`config.mk`:
```
export PLATFORM = sky130hd
export DESIGN_NAME = bus_source_select_flat
export DESIGN_NICKNAME = d
export VERILOG_FILES = /design/src/rtl/bus_source_select_if.sv /design/src/rtl/bus_source_select.sv /design/src/flat_wrapper.sv
export SDC_FILE = /design/constraint.sdc
export NUM_CORES = 1
export LEC_CHECK = 0
export ABC_AREA = 1
export BUFFER_PORTS_ARGS = -buffer_cell sky130_fd_sc_hd__buf_4
export CORE_MARGIN = 2
export CORE_UTILIZATION = 44
export DETAILED_ROUTE_END_ITERATION = 8
export PLACE_DENSITY_LB_ADDON = 0.05
export SYNTH_ARGS = -nofsm -noshare
export SYNTH_HDL_FRONTEND = slang
export SYNTH_SLANG_ARGS = --single-unit
```
`constraint.sdc`:
```
create_clock -name clock -period 3.1 [get_ports clock]
set_input_delay 0.62 -clock clock [delete_from_list [all_inputs] [get_ports clock]]
set_output_delay 0.62 -clock clock [all_outputs]
set_load 0.005 [all_outputs]
```
`src/rtl/bus_source_select_if.sv`:
```
// Bus-source request/select bundle between control (master) and the source encoder (slave).
interface bus_source_select_if #(
  parameter int NUM_SRC = 24,
  parameter int SEL_W   = 5
);
  logic [NUM_SRC-1:0] src_req;
  logic               rr_mode;
  logic               hold;
  logic [SEL_W-1:0]   sel_out;
  logic               sel_valid;
  logic [NUM_SRC-1:0] grant;
  logic               conflict;
  logic [7:0]         conflict_cnt;

  modport master (
    output src_req, rr_mode, hold,
    input  sel_out, sel_valid, grant, conflict, conflict_cnt
  );

  modport slave (
    input  src_req, rr_mode, hold,
    output sel_out, sel_valid, grant, conflict, conflict_cnt
  );
endinterface

```
`src/rtl/bus_source_select.sv`:
```
// Registered bus-source encoder: fixed-priority or round-robin grant of one source,
// 1-cycle latency, hold freezes every register, multi-request conflicts flagged and counted.
module bus_source_select #(
  parameter int NUM_SRC = 24,
  parameter int SEL_W   = 5
) (
  input  logic               clock,
  input  logic               clear,
  bus_source_select_if.slave bus
);

  localparam logic [NUM_SRC-1:0] REQ_ONE  = {{(NUM_SRC-1){1'b0}}, 1'b1};
  localparam logic [SEL_W-1:0]   PTR_INIT = SEL_W'(NUM_SRC - 1);

  logic [SEL_W-1:0]   sel_q, sel_d;
  logic               vld_q, vld_d;
  logic [NUM_SRC-1:0] grant_q, grant_d;
  logic               conf_q, conf_d;
  logic [7:0]         cnt_q, cnt_d;
  logic [SEL_W-1:0]   ptr_q, ptr_d;

  logic [NUM_SRC-1:0] req;
  logic               any_req;
  logic               found_lo, found_hi;
  logic [SEL_W-1:0]   win_lo, win_hi, winner;

  assign req     = bus.src_req;
  assign any_req = |req;

  // win_lo: lowest set bit overall; win_hi: lowest set bit strictly above ptr.
  // Round-robin takes win_hi when it exists, otherwise wraps to win_lo (ptr itself last).
  always_comb begin
    found_lo = 1'b0;
    found_hi = 1'b0;
    win_lo   = '0;
    win_hi   = '0;
    for (int i = 0; i < NUM_SRC; i++) begin
      if (req[i] && !found_lo) begin
        found_lo = 1'b1;
        win_lo   = SEL_W'(i);
      end
      if (req[i] && !found_hi && (SEL_W'(i) > ptr_q)) begin
        found_hi = 1'b1;
        win_hi   = SEL_W'(i);
      end
    end
    winner = (bus.rr_mode && found_hi) ? win_hi : win_lo;
  end

  always_comb begin
    conf_d  = |(req & (req - REQ_ONE));
    cnt_d   = (conf_d && (cnt_q != 8'hFF)) ? cnt_q + 8'd1 : cnt_q;
    vld_d   = any_req;
    sel_d   = any_req ? winner : sel_q;
    ptr_d   = any_req ? winner : ptr_q;
    grant_d = any_req ? (REQ_ONE << winner) : '0;
  end

  always_ff @(posedge clock) begin
    if (clear) begin
      sel_q   <= '0;
      vld_q   <= 1'b0;
      grant_q <= '0;
      conf_q  <= 1'b0;
      cnt_q   <= 8'd0;
      ptr_q   <= PTR_INIT;
    end else if (!bus.hold) begin
      sel_q   <= sel_d;
      vld_q   <= vld_d;
      grant_q <= grant_d;
      conf_q  <= conf_d;
      cnt_q   <= cnt_d;
      ptr_q   <= ptr_d;
    end
  end

  assign bus.sel_out      = sel_q;
  assign bus.sel_valid    = vld_q;
  assign bus.grant        = grant_q;
  assign bus.conflict     = conf_q;
  assign bus.conflict_cnt = cnt_q;

endmodule

```
`src/flat_wrapper.sv`:
```
// flat-port wrapper written by rule: the top's interface ports become plain ports
module bus_source_select_flat 
#(
  parameter int NUM_SRC = 24,
  parameter int SEL_W   = 5
)
  (clock, clear, bus_src_req, bus_rr_mode, bus_hold, bus_sel_out, bus_sel_valid, bus_grant, bus_conflict, bus_conflict_cnt);
  bus_source_select_if #(.NUM_SRC(NUM_SRC), .SEL_W(SEL_W)) bus_i ();
  input  logic clock;
  input  logic clear;
  input wire logic [$bits(bus_i.src_req)-1:0] bus_src_req;
  input wire logic [$bits(bus_i.rr_mode)-1:0] bus_rr_mode;
  input wire logic [$bits(bus_i.hold)-1:0] bus_hold;
  output wire logic [$bits(bus_i.sel_out)-1:0] bus_sel_out;
  output wire logic [$bits(bus_i.sel_valid)-1:0] bus_sel_valid;
  output wire logic [$bits(bus_i.grant)-1:0] bus_grant;
  output wire logic [$bits(bus_i.conflict)-1:0] bus_conflict;
  output wire logic [$bits(bus_i.conflict_cnt)-1:0] bus_conflict_cnt;
  assign bus_i.src_req = bus_src_req;
  assign bus_i.rr_mode = bus_rr_mode;
  assign bus_i.hold = bus_hold;
  assign bus_sel_out = bus_i.sel_out;
  assign bus_sel_valid = bus_i.sel_valid;
  assign bus_grant = bus_i.grant;
  assign bus_conflict = bus_i.conflict;
  assign bus_conflict_cnt = bus_i.conflict_cnt;
  bus_source_select #(.NUM_SRC(NUM_SRC), .SEL_W(SEL_W)) u_core (.clock(clock), .clear(clear), .bus(bus_i));
endmodule
```
Yosys cells after proc, flatten, opt, wreduce, memory -nomap -nowiden
Index checks and enable logic that the tools add are counted.

word-level totals
  register bits = 44
  input port bits = 28
  output and inout bits = 39
  word-level logic and storage cells = 253

cells by class
  $add $sub $neg = 2
  $lt $le $gt $ge = 24
  equal/unequal tests = 1
  shift operators = 1
  multiplexer cells = 95
  bitwise logic cells = 2
  reductions and logical operators = 122

operator list
  cell                                                          number
  2-to-1 mux 5 bit                                              17
  logical AND 1 bit                                             72
  2-to-1 mux 4 bit                                              16
  2-to-1 mux 1 bit                                              49
  OR reduction 24 bit                                           2
  zero test 1 bit                                               46
  greater-than comparator 4 x 5 -> 1 bit, first input constant  8
  greater-than comparator 5 bit, first input constant           8
  bitwise AND 24 bit                                            1
  2-to-1 mux 24 bit                                             1
  2-to-1 mux 3 bit                                              8
  left shift 1 x 5 -> 24 bit, first input constant              1
  subtractor 24 x 1 -> 24 bit, second input constant            1
  greater-than comparator 3 x 5 -> 1 bit, first input constant  4
  greater-than comparator 1 x 5 -> 1 bit, first input constant  2
  greater-than comparator 2 x 5 -> 1 bit, first input constant  2
  adder 8 x 1 -> 8 bit, second input constant                   1
  2-to-1 mux 2 bit                                              4
  != test 8 bit, second input constant                          1
  AND reduction 2 bit                                           2
  NOT 1 bit                                                     1

Depth between registers and ports, before layout
  word-level depth = 99
  depth in mapped cells = 25
  gate-level depth less buffers = 25

Least setup slack after synthesis
OpenSTA, ideal clock, no wires.

  path kind = input port to flip-flop
  start point = in bus_src_req[2]
  end point = reg u_core.sel_q[4] (netlist: u_core.bus.sel_out[4])
  setup time = 0.109 ns
  data arrival time = 2.760 ns
  data required time = 2.991 ns
  slack = 0.231 ns
  stages on the path = 16
  path buffers = 0
  cells stage by stage = or2_1 -> nor3_2 -> nand3_1 -> nor2_2 -> nand2_1 -> nor2_1 -> inv_2 -> nor2_2 -> nand2_1 -> inv_1 -> nand2_1 -> nand2_1 -> inv_1 -> o21ai_0 -> or2_1 -> inv_1

on the way
  word-level cells in the longest chain between the ends = 89

ends and longest elaborated chain
  element                          RTL line                 text
  start, declared                  flat_wrapper.sv:11       input wire logic [$bits(bus_i.src_req)-1:0] bus_src_req;
  logical AND 1 bit (2 in series)  bus_source_select.sv:42  if (req[i] && !found_hi && (SEL_W'(i) > ptr_q)) begin
  2-to-1 mux 1 bit                 bus_source_select.sv:42
  zero test 1 bit                  bus_source_select.sv:42
  logical AND 1 bit (2 in series)  bus_source_select.sv:42
  2-to-1 mux 1 bit                 bus_source_select.sv:42
  zero test 1 bit                  bus_source_select.sv:42
  logical AND 1 bit (2 in series)  bus_source_select.sv:42
  2-to-1 mux 1 bit                 bus_source_select.sv:42
  (+68 left out)                   --
  zero test 1 bit                  bus_source_select.sv:42
  logical AND 1 bit (2 in series)  bus_source_select.sv:42
  2-to-1 mux 1 bit                 bus_source_select.sv:42
  zero test 1 bit                  bus_source_select.sv:42
  logical AND 1 bit (2 in series)  bus_source_select.sv:42
  2-to-1 mux 1 bit                 bus_source_select.sv:42
  logical AND 1 bit                bus_source_select.sv:47  winner = (bus.rr_mode && found_hi) ? win_hi : win_lo;
  2-to-1 mux 5 bit                 bus_source_select.sv:47
  end signal, assigned             bus_source_select.sv:68  sel_q <= sel_d;
  end, declared                    bus_source_select.sv:15  logic [SEL_W-1:0] sel_q, sel_d;

Parallel ways exist; a longest one is shown, timed or not.
A chain may end at the register's enable or synchronous reset.

Worst setup path in the final report
  start point = reg u_core.ptr_q[3]
  end point = reg u_core.grant_q[0] (netlist: u_core.bus.grant[0])

on the way
  word-level cells in the longest chain between the ends = 99

ends and longest elaborated chain
  element                                 RTL line                 text
  start, declared                         bus_source_select.sv:20  logic [SEL_W-1:0] ptr_q, ptr_d;
  start signal, assigned                  bus_source_select.sv:73  ptr_q <= ptr_d;
  greater-than comparator 1 x 5 -> 1 bit  bus_source_select.sv:42
  logical AND 1 bit                       bus_source_select.sv:42
  2-to-1 mux 1 bit                        bus_source_select.sv:42
  zero test 1 bit                         bus_source_select.sv:42
  logical AND 1 bit (2 in series)         bus_source_select.sv:42
  2-to-1 mux 1 bit                        bus_source_select.sv:42
  zero test 1 bit                         bus_source_select.sv:42
  logical AND 1 bit (2 in series)         bus_source_select.sv:42
  (+80 left out)                          --
  2-to-1 mux 1 bit                        bus_source_select.sv:42
  zero test 1 bit                         bus_source_select.sv:42
  logical AND 1 bit (2 in series)         bus_source_select.sv:42
  2-to-1 mux 1 bit                        bus_source_select.sv:42
  logical AND 1 bit                       bus_source_select.sv:47
  2-to-1 mux 5 bit (*)                    bus_source_select.sv:47
  left shift 1 x 5 -> 24 bit (*)          bus_source_select.sv:56  grant_d = any_req ? (REQ_ONE << winner) : '0;
  2-to-1 mux 24 bit (*)                   bus_source_select.sv:56
  end signal, assigned                    bus_source_select.sv:70  grant_q <= grant_d;
  end, declared                           bus_source_select.sv:17  logic [NUM_SRC-1:0] grant_q, grant_d;

Mark *: on every way between the ends. The rest lies on a longest branch, timed or not.

==> qor.yml <==
path_max_fanout: 7
switching_share_pct: 35.9
combPwrFrac_pct: 40.2
routed_wl_um: 10400
worst_slack_ps: -36.7
grt_util_all_layers_pct: 23.7
holdCritPathClass: "flip-flop to flip-flop"
drc: 0
synthAdderAreaFrac_pct: 0.385
cap_violations: 0
ioPinCount: 67
ys.flop_type: "dfxtp_1"
pwr-share-seq_pct: 32.3
cpMaxStageDelayCell: "dfxtp_4"
r2r_start: "u_core.ptr_q[3]"
max_slew_margin_pct: 35.4
detailed_place_hpwl_um: 7570
cpPeakStageDelay_ps: 380
fin_crit_ps: 3140
die_h_um: 90.0
cts_tree: "built"
fillers: 667
synth_compound_area_share_pct: 19.8
hold_viol_final: 0
grt_overflow: 0
cts_buffers: 5
synth-xor-area-share_pct: 0
fin_skew_ps: 5.82
clock_sinks: 43
dp_cells: 700
syn_nets: 536
cp-end-kind: "flip-flop"
synth_top_family_by_area: "simple AND/OR/NAND/NOR gates"
netlist_instances: 507
finalCritPeriodShare_pct: 101
first_iter_violations: 256
cellLeakagePower_nw: 2.17
cp-startpoint: "u_core.ptr_q[3]"
portBuffers: 66
gp_congestion: 0.920
clock.fmax_ghz: 0.319
antenna_found_initial: 0
grt_pass1_vias: 3437
path_common_cell: "nand4_1"
final_cells: 731
via_count: 3843
grt_max_degree: 36
dieWidth_um: 90.0
cp.arrival_ps: 3360
synth_cell_types: 47
p_switching_mw: 0.676
rsz0062_at_grt: "true"
die_area_um2: 8090
avgSynthCellArea_um2: 6.41
synth-simple-area-share_pct: 42.7
antennaDiodeCount: 0
ys_ff_latch: 43
async_reset_ff_share_pct: 0
setup_viol: 6
clk_latency_ps: 300
path_cells: "nor2_4, nand4_1, buf_4, nand4_1, nor2_2, nand3_2, nand3_2, nor2_2, nand4_1, nor2_2, nand4_1, nor2_2, nand4_1, nor2_2, nor2_4, nand2_2, nand2_4, nor2_4, nand4_1, a21oi_1"
vias_per_cell: 5.26
place_ws_ps: -257
powerDensity_nw_per_um2: 398
tightest_slew_ps: 963
wl_per_cell_um: 14.3
synth-edff-count: 0
fin_nets: 660
hp-start: "u_core.bus.grant[10]"
slew_violations: 0
clock_path_buffers: 2
seq_area_um2: 877
coreArea_um2: 7210
grt_pass1_wl_um: 16100
yosysSeqAreaShare_pct: 26.5
multi_input_area_um2: 2300
cp.required_ps: 3330
status: "complete, but fails checks"
start_util_pct: 45.1
rows: 31
crit_type: "flip-flop to flip-flop"
h-tree-depth: 2
syn_area_um2: 3250
path_clk_slew_ps: 80
yosysWarnings: 0
p_clk_share_pct: 27.4
synth_mux_area_share_pct: 0
ctsHoldBuffers: 0
p_int_mw: 1.21
violations: "setup timing"
drive_gt1_share_pct: 38.6
drt_pre_antenna_iters: 5
ir_drop_mv: 0.254
critPathLaunchType: "flip-flop"
root_buffer: "clkbuf_8"
synthToLayoutAreaGrowth_pct: 45.5
drtAntennaViolNets: 0
placed cells by master, fill, tap and decap left out, types with 3 or more instances in the layout:
cell type  synthesis  routed
buf_4              1     116
nand3_2            4      12
a211oi_1           5       5
a31oi_1            4       3
dfxtp_1           43      38
nor4_1             3       3
nor3_1             7       5
nand2_2            4      17
nand2_4            5       7
a2111oi_0          3       3
clkbuf_8           0       5
buf_6              1       7
o21ai_1            3       3
o211ai_1           8       8
nor2_1            56      46
nand4_1           18      18
a21oi_1           45      42
nand3_1           25      17
inv_2              9       9
inv_1             66      64
a21oi_2            3       6
nand4_4            2       3
dfxtp_4            0       4
nor2_2            15      14
nand2_1          113      98
o21ai_2            1       3
o21ai_4            2       3
o21ai_0           21      19
nor2_4             7      19
stage by stage:
step / cell area, um2 / total power [mW] / hold slack (ps) / setup TNS (ps) / util, %
final: 4730 / 1.88 / 467 / -117 / 65.6
after global routing: 4730 / 1.98 / 490 / -6260 / 65.6
after CTS: 4260 / 1.74 / 468 / 0 / 59.0
after detailed placement: 4120 / 1.23 / 456 / -3790 / 57.1
after global placement: 4120 / 1.22 / 448 / -1360 / 57.1
after floorplan: 3250 / 1.01 / 453 / 0 / -
cells in the mapped netlist, drive strengths merged, types with 3 or more instances:
cell	n	area, um2
nand2	123	526
nand3b	3	26.3
nor2	79	403
o21ai	27	161
a211oi	5	37.5
nor4	3	18.8
a21oi	48	252
inv	76	288
a31oi	4	25.0
o211ai	8	60.1
nand4	23	193
dfxtp	43	861
clkbuf	6	22.5
nand3	29	165
a2111oi	3	26.3
nor3	8	45.0
buf	4	27.5
power by group through the flow:
stage | logic (mW) | registers, mW | clock network [mW]
3_5_place_dp | 0.611 | 0.615 | 0
6_report | 0.758 | 0.610 | 0.517
5_1_grt | 0.820 | 0.614 | 0.546
2_1_floorplan | 0.401 | 0.611 | 0
4_1_cts | 0.617 | 0.603 | 0.521
3_3_place_gp | 0.610 | 0.615 | 0
path summary, 6_finish.rpt:
kind / endpoint / slack [ps] / cells past startpoint
max reg2reg: u_core.bus.grant[0] / -40 / 20
min reg2reg: u_core.bus.grant[10] / 470 / 2
min: u_core.bus.grant[10] / 470 / 2
max: u_core.bus.grant[0] / -40 / 20
final cells by class:
class,instances,area share (%)
clock buffer,6,1.53
inverter,78,6.56
tap,99,2.62
sequential,43,18.5
multi-input combinational,378,48.7
clock inverter,2,1.27
timing repair buffer,125,20.8
worst max-delay path, delay by kind of cell (launching register included):
kind	cells	cell delay (ps)
buffers and inverters	1	190
AO/OA/AOI/OAI	1	160
flip-flops	1	380
AND/OR/NAND/NOR	18	2320
flip-flops by register name (all words and copies together) (netlist names):
signal and cells:
u_core.bus.conflict 1, u_core.bus.grant 24, u_core.bus.sel_valid 1, u_core.bus.sel_out 4, u_core.bus.conflict_cnt 8, u_core.ptr_q 5
per-layer routing:
layer	up-vias	global-route usage, %	share of wire [%]	routed length [um]
li1	1947	-	-	-
met1	1754	33.5	46	4790
met2	126	38.8	47	4930
met3	16	3.19	5.7	599
met4	0	4.74	1.2	123
met5	-	0	0	0
logic make-up after synthesis:
logic type,after synthesis
compound gates,105
fa+ha+maj,1
buf+inv,88
flops,43
simple gates,270
timing repair:
item                       CTS  global route
setup buffers                0            21
gates cloned                 0             2
pin swaps                    0            45
setup endpoints to repair    5            40
resized for setup            3            87
Power figures use the tool's default switching activity.
